===== config.mk =====
export PLATFORM = sky130hd
export DESIGN_NAME = bcd_updown_counter
export DESIGN_NICKNAME = d
export VERILOG_FILES = /design/src/rtl/bcd_updown_counter.sv
export SDC_FILE = /design/constraint.sdc
export NUM_CORES = 1
export LEC_CHECK = 0
export CAP_MARGIN = 20
export CORE_UTILIZATION = 39
export CTS_CLUSTER_SIZE = 14
export DETAILED_ROUTE_END_ITERATION = 10
export GPL_TIMING_DRIVEN = 0
export SLEW_MARGIN = 10
export SYNTH_ARGS = -nofsm -noshare
export SYNTH_HDL_FRONTEND = slang
export SYNTH_SLANG_ARGS = --single-unit

===== constraint.sdc =====
create_clock -name clock -period 3 [get_ports clock]
set_clock_uncertainty 0.15 [all_clocks]
set_input_delay 0.6 -clock clock [delete_from_list [all_inputs] [get_ports clock]]
set_output_delay 0.6 -clock clock [all_outputs]
set_load 0.02 [all_outputs]

===== src/rtl/bcd_updown_counter.sv =====
// ----------------------------------------------------------------------------
// bcd_updown_counter : multi-digit BCD up/down counter with limit, load, wrap
// Revision: 1.0
// ----------------------------------------------------------------------------
`default_nettype none

module bcd_updown_counter #(
  parameter int DIGITS = 2
) (
  input  logic                  clock,
  input  logic                  reset,
  input  logic                  en,
  input  logic                  ud,
  input  logic                  wrap,
  input  logic                  load,
  input  logic [4*DIGITS-1:0]   load_val,
  input  logic [4*DIGITS-1:0]   limit,
  output logic [4*DIGITS-1:0]   count,
  output logic                  tc,
  output logic                  err
);

  localparam int c_W = 4 * DIGITS;

  logic [c_W-1:0]    r_count;
  logic              r_tc;
  logic              r_err;

  logic [c_W-1:0]    w_inc;
  logic [c_W-1:0]    w_dec;
  logic [DIGITS-1:0] w_carry;
  logic [DIGITS-1:0] w_borrow;
  logic [DIGITS-1:0] w_lim_bad;
  logic [DIGITS-1:0] w_ld_bad;
  logic [c_W-1:0]    w_next_count;
  logic              w_next_tc;
  logic              w_next_err;

  genvar gi;
  generate
    for (gi = 0; gi < DIGITS; gi++) begin : g_digit
      logic [3:0] w_cur;
      assign w_cur         = r_count[4*gi +: 4];
      assign w_lim_bad[gi] = (limit[4*gi +: 4] > 4'd9);
      assign w_ld_bad[gi]  = (load_val[4*gi +: 4] > 4'd9);

      // Carry/borrow into a digit is set only when every lower digit rolls over.
      if (gi == 0) begin : g_first
        assign w_carry[gi]  = 1'b1;
        assign w_borrow[gi] = 1'b1;
      end else begin : g_rest
        assign w_carry[gi]  = w_carry[gi-1]  & (r_count[4*gi-4 +: 4] == 4'd9);
        assign w_borrow[gi] = w_borrow[gi-1] & (r_count[4*gi-4 +: 4] == 4'd0);
      end

      assign w_inc[4*gi +: 4] = !w_carry[gi]  ? w_cur :
                                (w_cur == 4'd9) ? 4'd0 : w_cur + 4'd1;
      assign w_dec[4*gi +: 4] = !w_borrow[gi] ? w_cur :
                                (w_cur == 4'd0) ? 4'd9 : w_cur - 4'd1;
    end
  endgenerate

  // Binary magnitude compare is valid here because both operands are legal BCD.
  always_comb begin
    w_next_count = r_count;
    w_next_tc    = 1'b0;
    w_next_err   = 1'b0;
    if (|w_lim_bad) begin
      w_next_err = 1'b1;
    end else if (load) begin
      if ((|w_ld_bad) || (load_val > limit)) begin
        w_next_err = 1'b1;
      end else begin
        w_next_count = load_val;
      end
    end else if (en) begin
      if (r_count > limit) begin
        w_next_count = (ud && wrap) ? '0 : limit;
        w_next_tc    = 1'b1;
      end else if (ud) begin
        if (r_count == limit) begin
          w_next_count = wrap ? '0 : r_count;
          w_next_tc    = 1'b1;
        end else begin
          w_next_count = w_inc;
        end
      end else begin
        if (r_count == '0) begin
          w_next_count = wrap ? limit : '0;
          w_next_tc    = 1'b1;
        end else begin
          w_next_count = w_dec;
        end
      end
    end
  end

  always_ff @(posedge clock) begin
    if (!reset) begin
      r_count <= '0;
      r_tc    <= 1'b0;
      r_err   <= 1'b0;
    end else begin
      r_count <= w_next_count;
      r_tc    <= w_next_tc;
      r_err   <= w_next_err;
    end
  end

  assign count = r_count;
  assign tc    = r_tc;
  assign err   = r_err;

endmodule

`default_nettype wire


==> results of run 1 <==
-- power breakdown --
part	leakage (nW)	switching, mW	internal [mW]
combinational	0.813	0.216	0.179
sequential	0.0820	0.0204	0.145
clock	0.0216	0.0472	0.0874
-- state kept, by name, summed over array words and instances (netlist names) --
name and flops:
err 1, tc 1, count 8
-- critical path, stage by stage --
cell             delay [ns]
clkdlybuf4s50_1        0.54
inv_1                  0.11
ha_4                   0.30
nand4_4                0.15
o211ai_1               0.35
nor2_1                 0.11
o2111a_1               0.24
a221oi_1               0.32
a211oi_2               0.13
-- layout by cell type (no fill, tap or decap), types with 4 or more instances in the layout --
master | netlist | final
ha_1 | 22 | 20
nand3_1 | 5 | 5
dfxtp_1 | 10 | 10
a31oi_1 | 4 | 4
inv_1 | 19 | 19
a21oi_1 | 13 | 13
o21ai_0 | 9 | 9
nand4_1 | 4 | 4
nor2b_1 | 4 | 4
o211a_1 | 4 | 4
dlymetal6s2s_1 | 0 | 5
clkbuf_1 | 7 | 7
nor2_1 | 11 | 11
a221oi_1 | 5 | 4
nand2_1 | 20 | 20
clkdlybuf4s50_1 | 0 | 22
buf_4 | 1 | 5
o211ai_1 | 5 | 5
-- metrics by stage --
step | setup slack [ns] | utilization | TNS [ns] | cell area [µm²]
global route | 0.0141 | 0.539 | 0 | 2150
floorplan | 0.457 | - | 0 | 1620
finish | 0.108 | 0.539 | 0 | 2150
CTS | 0.0222 | 0.520 | 0 | 2080
detailed placement | -0.395 | 0.494 | -2.77 | 1970
global placement | -0.400 | 0.494 | -2.86 | 1970
-- final timing paths --
path                            to
max          count[6]$_SDFFE_PN0P_
max reg2reg  count[6]$_SDFFE_PN0P_
min          count[1]$_SDFFE_PN0P_
min reg2reg  count[0]$_SDFFE_PN0P_
-- synth_stat cells (all sizes together), types with 3 or more instances --
cell,instances
clkbuf,7
o21ai,12
nor2b,4
a21o,4
inv,19
o211a,4
a221oi,6
buf,3
a31oi,4
nor2,11
a211oi,4
nand2,22
nand4,6
nand3,6
a21oi,13
dfxtp,10
o22ai,3
ha,22
o211ai,6
-- cells by family after synthesis --
kind of cell	Yosys count	share of synthesized area
AO/OA/AOI/OAI	76	0.364
flip-flops	10	0.123
XOR/XNOR	4	0.0216
adder cells (fa/ha/maj)	22	0.170
AND/OR/NAND/NOR	67	0.237
buffers and inverters	30	0.0841
-- layout make-up --
| type | instances | area (µm²) |
|---|---|---|
| inverters | 19 | 71.3 |
| flip-flops and latches | 10 | 200 |
| plain buffers | 11 | 65.1 |
| fillers | 390 | 1850 |
| multi-input cells | 169 | 1370 |
| repair buffers | 34 | 342 |
| well taps | 50 | 62.6 |
| clock buffers | 3 | 41.3 |
-- per-layer routing --
| layer | track usage | vias to the layer above | share of wire |
|---|---|---|---|
| met4 | 0.0239 | 0 | 0.010 |
| met2 | 0.384 | 64 | 0.46 |
| met5 | 0 | - | 0 |
| met3 | 0.0394 | 4 | 0.061 |
| met1 | 0.314 | 792 | 0.47 |
| li1 | - | 878 | - |
-- what timing repair did --
item,CTS,global route
setup buffers,3,1
pin swaps,2,5
resized for setup,7,13
hold buffers,0,0
endpoints found under the setup margin,8,8
cloned,1,0
==> flow_summary.rst, run 1 <==
.. list-table::
   :header-rows: 1

   * - Metric
     - Value
   * - Outcome
     - finished clean
   * - Layout area overhead
     - 32.9%
   * - Syn Nets
     - around 250
   * - Initial Utilization
     - 0.405
   * - CTS Sinks
     - 10
   * - Final non-filler cell total
     - just under 300
   * - Detailed-route vias per instance
     - between 5 and 6
   * - Slew Viols, Final
     - 0
   * - Largest net degree at the start of global routing
     - 12
   * - Async SR Flop Fraction
     - 0
   * - Overall power
     - roughly 690 µW
   * - First element of the critical path
     - limit[3]
   * - Hold path start
     - reset
   * - Classification of the worst-slack hold path
     - in -> reg
   * - Number of distinct library cell variants in the gate-level netlist after synthesis
     - slightly above 60
   * - Required time worst endpoint
     - approximately 3.0 ns
   * - Clock insertion delay at the later pin of the skew report
     - between 0.2 and 0.25 ns
   * - Total CTS buffers
     - 3
   * - Hold slack final
     - about 0.53 ns
   * - Share of the yosys chip area belonging to registers
     - 0.123
   * - Max capacitance violation total
     - 0
   * - Number of instances in the placed design
     - between 200 and 300
   * - Slack of the worst reg-to-reg path
     - 0.40 ns
   * - Crit path arrival time
     - approximately 2.8 ns
   * - Die Outline Area
     - between 0.004 and 0.005 mm²
   * - # port buffers
     - 29
   * - Register bit total from synthesis
     - 10
   * - Floorplan row count
     - 23
   * - Launch instance of the worst register-to-register path
     - count[0]$_SDFFE_PN0P_
   * - Die span in y
     - between 60 and 70 µm
   * - Starting DRC count in detailed routing
     - about 130
   * - CTS H-Tree Depth
     - 1
   * - Max Buffers Root-to-Sink
     - 2
   * - Placeable core region
     - 0.00400 mm²
   * - Number of flops mapped to enable cells by yosys
     - 0
   * - Antenna fix cells
     - 0
   * - Total congestion overflow
     - 0
   * - Final setup fails
     - 0
   * - Average routed wire per standard cell
     - around 17 µm
   * - Most instantiated flip-flop cell in the synthesis netlist
     - dfxtp_1
   * - Kind of critical path
     - in -> reg
   * - I/O pin total
     - 32
   * - Total via count after detailed routing
     - between 1,500 and 2,000
   * - Number of antenna violations at the first check in global routing
     - 0
   * - Min cycle time layout
     - 2.89 ns
   * - Setup repair after global routing missed its margin
     - false
   * - Post-synthesis instance total
     - around 210
   * - Average cell area after synthesis
     - just under 8 µm²
   * - Fin. Hold Viols
     - 0
   * - Combined global-route utilization of all metal layers
     - 0.229
   * - Number of nets with antenna violations after routing
     - 0
   * - Worst relative slew slack
     - 0.627
   * - Syn Std Cell Area
     - about 0.0016 mm²
   * - Power density over the cells
     - ~320 mW/mm²
   * - Top cells by area, synth
     - ha_1 (17%), dfxtp_1 (12%), nand2_1 (4.6%)
   * - Estimated wirelength of the detail-placed design
     - 3.84 mm
   * - Fraction of post-synthesis cell area in the top cell type by area
     - 0.170
   * - Via count of the first global-routing pass
     - 1,524
   * - Final net count
     - just under 300
   * - First-pass detailed-route iteration total
     - 6
   * - Critical path fanouts, max
     - 8
   * - Clk root buf
     - clkbuf_8
   * - Cells on worst reg2reg path
     - 8
   * - Critical Path End Type
     - flop
   * - Drt drc
     - 0
   * - Actual slew at the worst max-slew pin
     - 0.559 ns
   * - Final estimated routing congestion in global placement
     - 0.884
   * - Synthesis Warnings
     - 0
   * - Die span in x
     - roughly 66 µm
   * - Wire length of the first global-routing pass
     - 7.65 mm
   * - Startpoint class of the critical path
     - primary input
   * - Share of layout cells above drive strength 1
     - 0.146
   * - Routed WL
     - 5.00 mm
   * - Leak
     - a little over 0.9 nW
   * - Biggest area consumer among synthesized cells
     - ha_1
   * - Highest Clock Rate
     - approximately 350 MHz
   * - CTS tree
     - yes
   * - Final critical-path share of the clock period
     - 0.964
   * - IR drop worst, VDD
     - between 0.15 and 0.2 mV
   * - WHS Path Cells
     - 2
   * - Clock slew at reported path FFs
     - 0.05 ns
No activity file was read; power rests on OpenSTA's default activity.
==> run 2, diff against run 1 <==
Settings changed: MAX_ROUTING_LAYER set to met4.
==> flow_summary.rst, run 2 (synthesized netlist as in run 1, its figures left out) <==
.. list-table::
   :header-rows: 1

   * - Metric
     - Value
   * - CTS H-Tree Depth
     - 1
   * - Final net count
     - 292
   * - Total congestion overflow
     - 0
   * - Antenna fix cells
     - 0
   * - Total CTS buffers
     - 3
   * - Classification of the worst-slack hold path
     - in -> reg
   * - Met1 track utilization from global routing
     - 0.313
   * - IR drop worst, VDD
     - around 0.17 mV
   * - I/O pin total
     - 32
   * - Required time worst endpoint
     - between 2 and 3 ns
   * - Actual slew at the worst max-slew pin
     - approximately 0.54 ns
   * - Setup repair after global routing missed its margin
     - false
   * - Placeable core region
     - about 0.0040 mm²
   * - Slack of the critical path
     - between 0.1 and 0.15 ns
   * - Drt drc
     - 0
   * - Share of layout cells above drive strength 1
     - 0.146
   * - Via count of the first global-routing pass
     - between 1,500 and 2,000
   * - # port buffers
     - 29
   * - Number of flip-flops under the largest register name
     - 8
   * - Initial Utilization
     - 0.405
   * - Met2 usage in global routing
     - 0.384
   * - First-pass detailed-route iteration total
     - 6
   * - Clock insertion delay at the later pin of the skew report
     - 0.23 ns
   * - CTS tree
     - yes
   * - Largest net degree at the start of global routing
     - 12
   * - Combined global-route utilization of all metal layers
     - 0.235
   * - Routed WL
     - 4.93 mm
   * - R2R Path End
     - count[5]$_SDFFE_PN0P_
   * - Total via count after detailed routing
     - 1,762
   * - Final setup fails
     - 0
   * - Commonest cells after routing, fill and taps aside
     - clkdlybuf4s50_1 (22), nand2_1 (20), ha_1 (20), inv_1 (19), a21oi_1 (13)
   * - Highest Clock Rate
     - ~350 MHz
   * - Critical path fanouts, max
     - 8
   * - Leak
     - a little over 0.9 nW
   * - Clock slew at reported path FFs
     - ~0.040 ns
   * - Fin. Hold Viols
     - 0
   * - Final estimated routing congestion in global placement
     - roughly 0.9
   * - Cells on worst reg2reg path
     - 8
   * - Outcome
     - finished clean
   * - Hold EP
     - count[1]$_SDFFE_PN0P_
   * - Detailed-route vias per instance
     - approximately 6.0
   * - Max capacitance violation total
     - 0
   * - Pre-CTS setup slack
     - -0.395 ns
   * - Estimated wirelength of the detail-placed design
     - roughly 3.8 mm
   * - Startpoint class of the critical path
     - primary input
   * - Kind of critical path
     - in -> reg
   * - CTS Sinks
     - 10
   * - Die Outline Area
     - around 0.0044 mm²
   * - Slew Viols, Final
     - 0
   * - Number of fill cells in the layout
     - 390
   * - Count of hold-fix buffers inserted at cts
     - 0
   * - Crit path arrival time
     - 2.84 ns
   * - Overall power
     - approximately 690 µW
   * - Wire length of the first global-routing pass
     - between 7 and 8 mm
   * - Die span in x
     - around 66 µm
   * - Launch instance of the worst register-to-register path
     - count[0]$_SDFFE_PN0P_
   * - Critical Path End Type
     - flop
   * - Starting DRC count in detailed routing
     - around 120
   * - Commonest non-fill, non-tap cell in the layout
     - clkdlybuf4s50_1
   * - Slack of the worst reg-to-reg path
     - 0.41 ns
   * - Most used routing layer
     - met2
   * - First element of the critical path
     - limit[3]
   * - Clk root buf
     - clkbuf_8
   * - Number of antenna violations at the first check in global routing
     - 0
   * - Power density over the cells
     - between 300 and 400 mW/mm²
   * - Final critical-path share of the clock period
     - 0.965
   * - Floorplan row count
     - 23
   * - Worst relative slew slack
     - 0.643
   * - Layout area overhead
     - 32.9%
   * - Max Buffers Root-to-Sink
     - 2
   * - Die span in y
     - 66.5 µm
   * - Hold path start
     - reset
   * - Average routed wire per standard cell
     - 16.6 µm
   * - GRT met3 Usage
     - 0.0394
   * - WHS Path Cells
     - 2
   * - Min cycle time layout
     - between 2 and 3 ns
   * - Number of nets with antenna violations after routing
     - 0
## run 2: cell counts in the layout (fill, tap and decap cells not counted)
No cell type changed its count.
## run 2: through the flow
stage	utilization	cells	cell area, µm²	TNS (ns)	hold slack, ns
detailed placement	0.494	288	1970	-2.77	0.558
global placement	0.494	288	1970	-2.86	0.554
CTS	0.520	295	2080	0	0.529
floorplan	-	209	1620	0	0.570
global route	0.539	296	2150	0	0.532
finish	0.539	296	2150	0	0.530
## run 2: where the power goes
| part | internal (mW) | total (mW) | switching (mW) |
|---|---|---|---|
| Clock | 0.0872 | 0.133 | 0.0454 |
| Sequential | 0.145 | 0.165 | 0.0204 |
| Combinational | 0.179 | 0.394 | 0.215 |
## run 2: how the worst max path moves through the flow
stage | endpoint | slack [ns] | cells after the start
after floorplan | count[0]$_SDFFE_PN0P_ | 0.46 | 9
after global placement | count[5]$_SDFFE_PN0P_ | -0.40 | 9
after detailed placement | count[2]$_SDFFE_PN0P_ | -0.40 | 9
after CTS | count[0]$_SDFFE_PN0P_ | 0.02 | 10
after global routing | count[2]$_SDFFE_PN0P_ | 0.01 | 9
final | count[5]$_SDFFE_PN0P_ | 0.10 | 9
## run 2: cell type report
cell class                 count  area (µm²)  share of cell area
clock buffer                   3        41.3              0.0192
tap                           50        62.6              0.0290
inverter                      19        71.3              0.0331
multi-input combinational    169        1370               0.637
sequential                    10         200              0.0929
buffer                        11        65.1              0.0302
timing repair buffer          34         342               0.159
## run 2: worst max-delay path, cell delays in order
cell             delay, ns
clkdlybuf4s50_1       0.54
inv_1                 0.11
ha_4                  0.30
nand4_4               0.14
o211ai_1              0.34
o32a_1                0.22
nor4_1                0.05
a221oi_1              0.37
o211ai_1              0.16
## run 2: repair_timing
item,in CTS,in global routing
hold endpoints to repair,0,0
endpoints found under the setup margin,8,8
gates resized for setup,7,13
gates cloned,1,0
pin swaps,2,5
setup buffers,3,1
## run 2: layer usage
metal | wire length, µm | share of wire | up-vias
met5 | 0 | 0 | -
met4 | 50 | 0.010 | 0
met3 | 291 | 0.059 | 4
met2 | 2290 | 0.46 | 63
met1 | 2300 | 0.47 | 815
li1 | - | - | 880
